$ cat src/rtl/div_mon_pkg.sv
// Shared types and helpers for the divided-clock monitor.
// Holds the measurement FSM state type and the tolerance arithmetic.
package div_mon_pkg;

  localparam int CNT_W_DEF = 8;

  typedef enum logic [0:0] {
    WAIT_RISE = 1'b0,
    MEAS      = 1'b1
  } state_e;

  // Absolute difference with the operands ordered first so it never wraps.
  function automatic logic [31:0] abs_diff(input logic [31:0] a, input logic [31:0] b);
    logic [31:0] r;
    if (a >= b) begin
      r = a - b;
    end else begin
      r = b - a;
    end
    return r;
  endfunction

endpackage

$ cat src/rtl/edge_sync.sv
// Two-flop synchronizer plus history flop for an asynchronous level input.
// Reports the synchronized level and single-cycle rise/fall strobes.
module edge_sync (
  input  logic clk,
  input  logic rst_n,
  input  logic d,
  output logic rise,
  output logic fall,
  output logic level
);

  logic s1_q, s2_q, s3_q;
  logic s1_d, s2_d, s3_d;

  // Next-state for the synchronizer chain.
  always_comb begin
    s1_d = d;
    s2_d = s1_q;
    s3_d = s2_q;
  end

  // Synchronizer and history registers.
  always_ff @(posedge clk or negedge rst_n) begin
    if (!rst_n) begin
      s1_q <= 1'b0;
      s2_q <= 1'b0;
      s3_q <= 1'b0;
    end else begin
      s1_q <= s1_d;
      s2_q <= s2_d;
      s3_q <= s3_d;
    end
  end

  assign rise  = s2_q & ~s3_q;
  assign fall  = ~s2_q & s3_q;
  assign level = s2_q;

endmodule

$ cat src/rtl/clk_div_monitor.sv
// Measures period and high time of a divided clock in sys_clock cycles,
// tracks lock against an expected ratio and flags a stalled input.
module clk_div_monitor
  import div_mon_pkg::*;
#(
  parameter int CNT_W      = CNT_W_DEF,
  parameter int EXP_PERIOD = 5,
  parameter int TOL        = 1,
  parameter int LOCK_CNT   = 4,
  parameter int TIMEOUT    = 255
) (
  input  logic             sys_clock,
  input  logic             sys_rst_n,
  input  logic             clk_in,
  output logic [CNT_W-1:0] period_o,
  output logic [CNT_W-1:0] high_o,
  output logic             meas_valid,
  output logic             locked,
  output logic             timeout_err
);

  localparam int GOOD_W = $clog2(LOCK_CNT + 1);
  localparam logic [CNT_W-1:0]  CNT_ZERO = {CNT_W{1'b0}};
  localparam logic [CNT_W-1:0]  CNT_ONE  = {{(CNT_W-1){1'b0}}, 1'b1};
  localparam logic [CNT_W-1:0]  CNT_MAX  = {CNT_W{1'b1}};
  localparam logic [CNT_W-1:0]  TMO_VAL  = CNT_W'(TIMEOUT);
  localparam logic [GOOD_W-1:0] GOOD_MAX = GOOD_W'(LOCK_CNT);
  localparam logic [GOOD_W-1:0] GOOD_ONE = {{(GOOD_W-1){1'b0}}, 1'b1};

  logic rise_s, fall_s, unused_level_s;

  edge_sync u_edge_sync (
    .clk   (sys_clock),
    .rst_n (sys_rst_n),
    .d     (clk_in),
    .rise  (rise_s),
    .fall  (fall_s),
    .level (unused_level_s)
  );

  state_e            state_q, state_d;
  logic [CNT_W-1:0]  cnt_q, cnt_d;
  logic [CNT_W-1:0]  idle_q, idle_d;
  logic [CNT_W-1:0]  high_reg_q, high_reg_d;
  logic              fall_seen_q, fall_seen_d;
  logic [CNT_W-1:0]  period_q, period_d;
  logic [CNT_W-1:0]  high_q, high_d;
  logic              meas_valid_q, meas_valid_d;
  logic              locked_q, locked_d;
  logic              timeout_q, timeout_d;
  logic [GOOD_W-1:0] good_q, good_d;
  logic              meas_good_s;
  logic [31:0]       diff_s;

  // Judges the period that ends on the current rise.
  always_comb begin
    diff_s      = abs_diff(32'(cnt_q), 32'(EXP_PERIOD));
    meas_good_s = 1'b0;
    if ((diff_s <= 32'(TOL)) && fall_seen_q && (high_reg_q >= CNT_ONE)
        && (high_reg_q <= (cnt_q - CNT_ONE))) begin
      meas_good_s = 1'b1;
    end else begin
      meas_good_s = 1'b0;
    end
  end

  // Measurement FSM: next state, counters and output registers.
  always_comb begin
    state_d      = state_q;
    cnt_d        = cnt_q;
    idle_d       = idle_q;
    high_reg_d   = high_reg_q;
    fall_seen_d  = fall_seen_q;
    period_d     = period_q;
    high_d       = high_q;
    meas_valid_d = 1'b0;
    locked_d     = locked_q;
    timeout_d    = timeout_q;
    good_d       = good_q;

    case (state_q)
      WAIT_RISE: begin
        cnt_d = CNT_ZERO;
        if (rise_s) begin
          state_d     = MEAS;
          cnt_d       = CNT_ONE;
          fall_seen_d = 1'b0;
          idle_d      = CNT_ZERO;
        end else if (idle_q == TMO_VAL) begin
          timeout_d = 1'b1;
          locked_d  = 1'b0;
          good_d    = {GOOD_W{1'b0}};
          idle_d    = CNT_ONE;
        end else begin
          idle_d = (idle_q == CNT_MAX) ? idle_q : idle_q + CNT_ONE;
        end
      end

      MEAS: begin
        if (rise_s) begin
          // A rise always wins over a timeout landing in the same cycle.
          period_d     = cnt_q;
          high_d       = fall_seen_q ? high_reg_q : CNT_ZERO;
          meas_valid_d = 1'b1;
          cnt_d        = CNT_ONE;
          fall_seen_d  = 1'b0;
          timeout_d    = 1'b0;
          if (meas_good_s) begin
            good_d = (good_q == GOOD_MAX) ? good_q : good_q + GOOD_ONE;
          end else begin
            good_d = {GOOD_W{1'b0}};
          end
          locked_d = (good_d == GOOD_MAX);
        end else if (cnt_q == TMO_VAL) begin
          state_d   = WAIT_RISE;
          cnt_d     = CNT_ZERO;
          idle_d    = CNT_ONE;
          timeout_d = 1'b1;
          locked_d  = 1'b0;
          good_d    = {GOOD_W{1'b0}};
        end else begin
          cnt_d = (cnt_q == CNT_MAX) ? cnt_q : cnt_q + CNT_ONE;
          if (fall_s) begin
            high_reg_d  = cnt_q;
            fall_seen_d = 1'b1;
          end else begin
            fall_seen_d = fall_seen_q;
          end
        end
      end

      default: begin
        state_d = WAIT_RISE;
        cnt_d   = CNT_ZERO;
      end
    endcase
  end

  // State and output registers.
  always_ff @(posedge sys_clock or negedge sys_rst_n) begin
    if (!sys_rst_n) begin
      state_q      <= WAIT_RISE;
      cnt_q        <= CNT_ZERO;
      idle_q       <= CNT_ZERO;
      high_reg_q   <= CNT_ZERO;
      fall_seen_q  <= 1'b0;
      period_q     <= CNT_ZERO;
      high_q       <= CNT_ZERO;
      meas_valid_q <= 1'b0;
      locked_q     <= 1'b0;
      timeout_q    <= 1'b0;
      good_q       <= {GOOD_W{1'b0}};
    end else begin
      state_q      <= state_d;
      cnt_q        <= cnt_d;
      idle_q       <= idle_d;
      high_reg_q   <= high_reg_d;
      fall_seen_q  <= fall_seen_d;
      period_q     <= period_d;
      high_q       <= high_d;
      meas_valid_q <= meas_valid_d;
      locked_q     <= locked_d;
      timeout_q    <= timeout_d;
      good_q       <= good_d;
    end
  end

  assign period_o    = period_q;
  assign high_o      = high_q;
  assign meas_valid  = meas_valid_q;
  assign locked      = locked_q;
  assign timeout_err = timeout_q;

endmodule

$ cat config.mk
export PLATFORM = sky130hd
export DESIGN_NAME = clk_div_monitor
export DESIGN_NICKNAME = d
export VERILOG_FILES = /design/src/rtl/div_mon_pkg.sv /design/src/rtl/edge_sync.sv /design/src/rtl/clk_div_monitor.sv
export SDC_FILE = /design/constraint.sdc
export NUM_CORES = 1
export LEC_CHECK = 0
export CAP_MARGIN = 20
export CORE_MARGIN = 3
export CORE_UTILIZATION = 35
export DETAILED_ROUTE_END_ITERATION = 7
export GPL_TIMING_DRIVEN = 1
export PLACE_DENSITY = 0.54
export SETUP_SLACK_MARGIN = 0.02
export SLEW_MARGIN = 20
export SYNTH_ARGS = -nofsm -noshare
export SYNTH_HDL_FRONTEND = slang
export SYNTH_SLANG_ARGS = --single-unit
$ cat constraint.sdc
create_clock -name sys_clock -period 4.45 [get_ports sys_clock]
set_input_delay 0.6675 -clock sys_clock [delete_from_list [all_inputs] [get_ports sys_clock]]
set_output_delay 0.6675 -clock sys_clock [all_outputs]
set_load 0.01 [all_outputs]
Yosys cells after proc, flatten, opt, wreduce, memory -nomap -nowiden. Index checks and enable logic that the tools add are counted.

Add/subtract/negate cells: 6. $lt $le $gt $ge: 4. Equal/unequal tests: 12. Multiplexer cells: 41. Bitwise logic cells: 7. Reduce and logical (&&, ||, !) cells: 8.

Operators with widths (number): $mux 8 (7); $le 32x1->1 const B (1); $mux 32 (1); $pmux 8 s2 (2); $mux 3 (8); $mux 1 (18); $add 8x1->8 const B (2); $eq 8x8->1 const B (2); $sub 3x8->9 const A (1); $sub 8x3->9 const B (1); $ge 8x1->1 const B (1); $ge 8x3->1 const B (1); $le 8x8->1 (1); $ne 2x2->1 const B (4); $pmux 1 s2 (4); $sub 8x1->8 const B (1); $eq 3x3->1 const B (2); $ne 3x3->1 const B (2); $pmux 3 s2 (1); $reduce_and 3->1 (2); $not 1->1 (5); $reduce_and 2->1 (2); $reduce_and 4->1 (1); $add 3x1->3 const B (1); 4 further kinds (7).

Flip-flop bits (word level): 51. Input port bits: 3. Output and inout bits: 19. Word-level logic and storage cells: 92.

Logic depth before layout (Yosys ltp).
Depth after elaboration: 13. Gate-level depth with buffers: 12. Gate-level depth less buffers: 11.

Hierarchy. Synthesis repeated with hierarchy kept, for this count alone.

Cell total of the unflattened synthesis: 294. Area total of the unflattened synthesis: 2788.9 um2.

By module, submodules not included: clk_div_monitor (times used 1, cells each 289, area each 2698.8 um2, seq. area each 1201.2 um2); edge_sync (times used 1, cells each 5, area each 90.1 um2, seq. area each 75.1 um2).

Worst setup path before layout. No wires, ideal clock.

Path type: flip-flop to flip-flop. Start: register cnt_q[2]. End: register locked_q, in the netlist locked. Setup time: 92 ps. Arrival: 2651 ps. Required time: 4358 ps. Path slack: 1707 ps. Stages on the path, launching flop included: 13. Buffers on the path: 1. Period minus slack after synthesis: 2743 ps. Path through: dfrtp_1 clkbuf_1 inv_1 ha_1 a21boi_0 nand2_1 xor2_1 ha_1 a21oi_1 o21ai_0 o22ai_1 nand3_2 o31ai_2.

Word-level cells in the longest chain between the ends: 13. Elaborated cells on any way between the ends: 20. Classes of those cells: add/sub (3); order compare (3); eq/ne (3); mux (7); reduce/logical (4).

Ends and longest elaborated chain: start: declaration (RTL line clk_div_monitor.sv:42) `logic [CNT_W-1:0] cnt_q, cnt_d;`; start signal: assignment (RTL line clk_div_monitor.sv:155) `cnt_q <= cnt_d;`; $sub 3x8->9 (tied with other cells) (RTL line div_mon_pkg.sv:18) `r = b - a;`; $mux 32 (RTL line div_mon_pkg.sv:15) `if (a >= b) begin`; $le 32x1->1 (RTL line clk_div_monitor.sv:59) `if ((diff_s <= 32'(TOL)) && fall_seen_q && (high_reg_q >= CNT_ONE)`; $logic_and 1x1->1 (2 in a row) (RTL line clk_div_monitor.sv:59); $logic_and 1x1->1 (RTL line clk_div_monitor.sv:60) `&& (high_reg_q <= (cnt_q - CNT_ONE))) begin`; $mux 1 (RTL line clk_div_monitor.sv:59); $mux 3 (RTL line clk_div_monitor.sv:108) `if (meas_good_s) begin`; $mux 3 (RTL line clk_div_monitor.sv:100) `if (rise_s) begin`; $mux 3 (RTL line clk_div_monitor.sv:81) `case (state_q)`; $eq 3x3->1 (RTL line clk_div_monitor.sv:113) `locked_d = (good_d == GOOD_MAX);`; $mux 1 (RTL line clk_div_monitor.sv:100); $pmux 1 s2 (RTL line clk_div_monitor.sv:81); end signal: assignment (RTL line clk_div_monitor.sv:162) `locked_q <= locked_d;`; end: declaration (RTL line clk_div_monitor.sv:49) `logic locked_q, locked_d;`.

Parallel ways exist; a longest one is shown, timed or not. The select of a mux whose other input is x is not followed. A chain may end at the register's enable or synchronous reset.

Worst setup path after layout. Ends and elaborated chain as after synthesis.

==> results.json <==
{
  "hold_buffers": 0,
  "final_cell_mix": "51 x dfrtp_1, 44 x nand2_1, 28 x o21ai_0",
  "h-tree-depth": 2,
  "crit_family": "compound AO/OA/AOI/OAI gates",
  "ant_nets": 0,
  "async_flop_share_pct": 100,
  "relSlewSlack_pct": 53.1,
  "dieArea_sq_um": 9100,
  "clockBufferDepth": 2,
  "fin_crit_sh_pct": 67.3,
  "antenna_found_initial": 0,
  "fin_util_pct": 42.4,
  "power_density_nw_per_um2": 474,
  "post-cts-setup-buffers": 0,
  "finalHoldViolCount": 0,
  "n_antenna_cell": 0,
  "internal_power_mw": 0.976,
  "clock-sinks": 51,
  "tightest_slew_ns": 0.696,
  "synth-edff-count": 0,
  "cp_max_fo": 11,
  "syn_to_final_growth_pct": 13.3,
  "gp_congestion": 0.764,
  "numCtsBuffers": 5,
  "timing.rr.start": "cnt_q[2]",
  "status": "finished, final reports clean",
  "synth_cells": 285,
  "min_to": "u_edge_sync.level",
  "tns_ns": 0,
  "seq_area_frac_synth_pct": 45.6,
  "clk_latency_ns": 0.31,
  "start_util_pct": 37.4,
  "hpwl_microns": 3770,
  "grt_max_degree": 52,
  "post_drt_wl_per_cell_microns": 13.1,
  "drc_errors": 0,
  "io_pins": 22,
  "cpPeakStageDelay_ns": 0.61,
  "final_common_cell": "dfrtp_1",
  "hold_class": "reg2reg",
  "dp.cells": 394,
  "worstReg2RegEnd": "locked",
  "power_frac_seq_pct": 41.5,
  "clkPwrFrac_pct": 22.9,
  "ir_drop_mv": 0.192,
  "clkTransAtPathRegs_ns": 0.10,
  "syn_area_per_cell_sq_um": 9.82,
  "ys.flop_type": "dfrtp_1",
  "gr-total-overflow": 0,
  "port_buffers": 21,
  "rsz0062_at_grt": "false",
  "dr.pass1.iters": 4,
  "drt_wl_total_microns": 5280,
  "required_ns": 4.67,
  "ys_warn_count": 0,
  "critPathKind": "reg2reg",
  "vias": 2013,
  "ctsResizeCount": 0,
  "core_area_sq_um": 7490,
  "num_rows": 31,
  "syn_area_sq_um": 2800,
  "initialDrtViolationCount": 57,
  "die_x_microns": 95.4,
  "ff2ff_setup_slack_ns": 1.46,
  "p_comb_share_pct": 35.6,
  "cp.buffers_inverters": 1,
  "cts_tree": "yes",
  "slowest_stage": "dfrtp_1",
  "synth_cell_types": 43,
  "fin_nets": 327,
  "worstPathArrival_ns": 3.21,
  "cap_viol_max_count": 0,
  "r2r_cells": 11,
  "power.switching_mw": 0.526,
  "hold_path_depth": 0,
  "synth_fp_nets": 310,
  "drive_gt1_share_pct": 9.57,
  "synth_seq_cells": 51,
  "swShare_pct": 35.0,
  "grt_pass1_vias": 1944,
  "finalClockSkew_ns": 0.0134,
  "dieHeight_microns": 95.4,
  "leakage_nw": 1.46,
  "startpoint_type": "register",
  "worstHoldStart": "u_edge_sync.s1_q",
  "endpoint_kind": "register",
  "fmax_ghz": 0.334,
  "final_cells": 402,
  "root_buffer": "clkbuf_8",
  "grt_util_all_layers_pct": 13.0,
  "viasPerCell": 5.01,
  "cp_common_cell": "ha_1",
  "grt_pass1_wl_microns": 9230,
  "slew_violations": 0,
  "crit_chain": "inv_1 -> ha_1 -> a21boi_0 -> nand2_1 -> xor2_1 -> ha_1 -> a21oi_1 -> o21ai_0 -> o22ai_1 -> nand3_2 -> o31ai_2",
  "finalCriticalPeriod_ns": 2.99,
  "setup_viol": 0
}
-- layer usage --
metal,track usage [%],up-vias,part of all wire (%)
met5,0,-,0
met4,3.91,0,1.0
met3,3.08,5,3.2
met2,19.7,29,45
met1,18.5,958,51
li1,-,1021,-
-- synthesized netlist by cell type, drive strengths merged (2+ instances only) --
library cell | number | share of area (%)
xor2 | 7 | 2.2
ha | 22 | 9.8
nand3 | 8 | 1.6
o21ai | 28 | 5.0
nand4 | 4 | 0.89
nor2 | 19 | 2.5
a21oi | 9 | 1.6
mux2 | 12 | 4.8
nand2 | 44 | 5.9
nor3 | 4 | 0.72
dfrtp | 51 | 46
nor4 | 5 | 1.1
and2 | 2 | 0.45
and3 | 5 | 1.1
o31ai | 2 | 0.72
a31oi | 3 | 0.67
nand2b | 3 | 0.67
o22ai | 3 | 0.67
xnor2 | 7 | 2.2
inv | 15 | 2.0
clkbuf | 11 | 2.5
o2111ai | 3 | 0.94
-- sequential cells by signal, indices dropped and copies added (netlist names), 3 cells and up --
name,flops
cnt_q,8
high_o,8
high_reg_q,8
idle_q,8
period_o,8
good_q,3
-- area by class of cell --
| type | instances | area, sq um |
|---|---|---|
| Fill cell | 742 | 4320 |
| Multi-Input combinational cell | 206 | 1370 |
| Sequential cell | 51 | 1280 |
| Timing Repair Buffer | 23 | 220 |
| Tap cell | 99 | 124 |
| Clock buffer | 6 | 82.6 |
| Inverter | 15 | 56.3 |
| Clock inverter | 2 | 38.8 |
-- power groups by stage --
stage | clock, mW | combinational, mW | sequential, mW
floorplan | 0 | 0.411 | 0.606
global placement | 0 | 0.529 | 0.635
detailed placement | 0 | 0.533 | 0.636
CTS | 0.360 | 0.536 | 0.626
global route | 0.381 | 0.605 | 0.639
finish | 0.344 | 0.535 | 0.624
-- metrics by stage --
step	cell area [sq um]	hold WS [ns]	total power, mW	setup WS (ns)
2_1_floorplan	2800	0.331	1.02	1.71
3_3_place_gp	3050	0.340	1.16	1.62
3_5_place_dp	3050	0.343	1.17	1.52
4_1_cts	3170	0.367	1.52	1.47
5_1_grt	3170	0.371	1.62	1.23
6_report	3170	0.363	1.50	1.46
-- how the worst max path moves through the flow --
stage             start      to  slack (ns)  cells after the start
2_1_floorplan  cnt_q[2]  locked        1.71                     12
3_3_place_gp   cnt_q[2]  locked        1.62                     11
3_5_place_dp   cnt_q[2]  locked        1.52                     11
4_1_cts        cnt_q[2]  locked        1.47                     11
5_1_grt        cnt_q[2]  locked        1.23                     11
6_report       cnt_q[2]  locked        1.46                     11
-- cell families after synthesis --
logic type | share of synthesized area, %
adders and majority gates | 9.84
muxes | 5.19
xor gates and xnor gates | 4.38
AOI/OAI and AO/OA | 13.2
and+or+nand+nor | 16.4
buffers and inverters | 5.32
DFF | 45.6
-- worst reg2reg max path: cells and delay by family, from the launching register on --
family | cells | cell delay, ns
buf+inv | 1 | 0.22
simple gates | 2 | 0.25
xor+xnor | 1 | 0.16
compound gates | 5 | 1.12
fa+ha+maj | 2 | 0.55
flops | 1 | 0.61
Power figures use the tool's default switching activity.
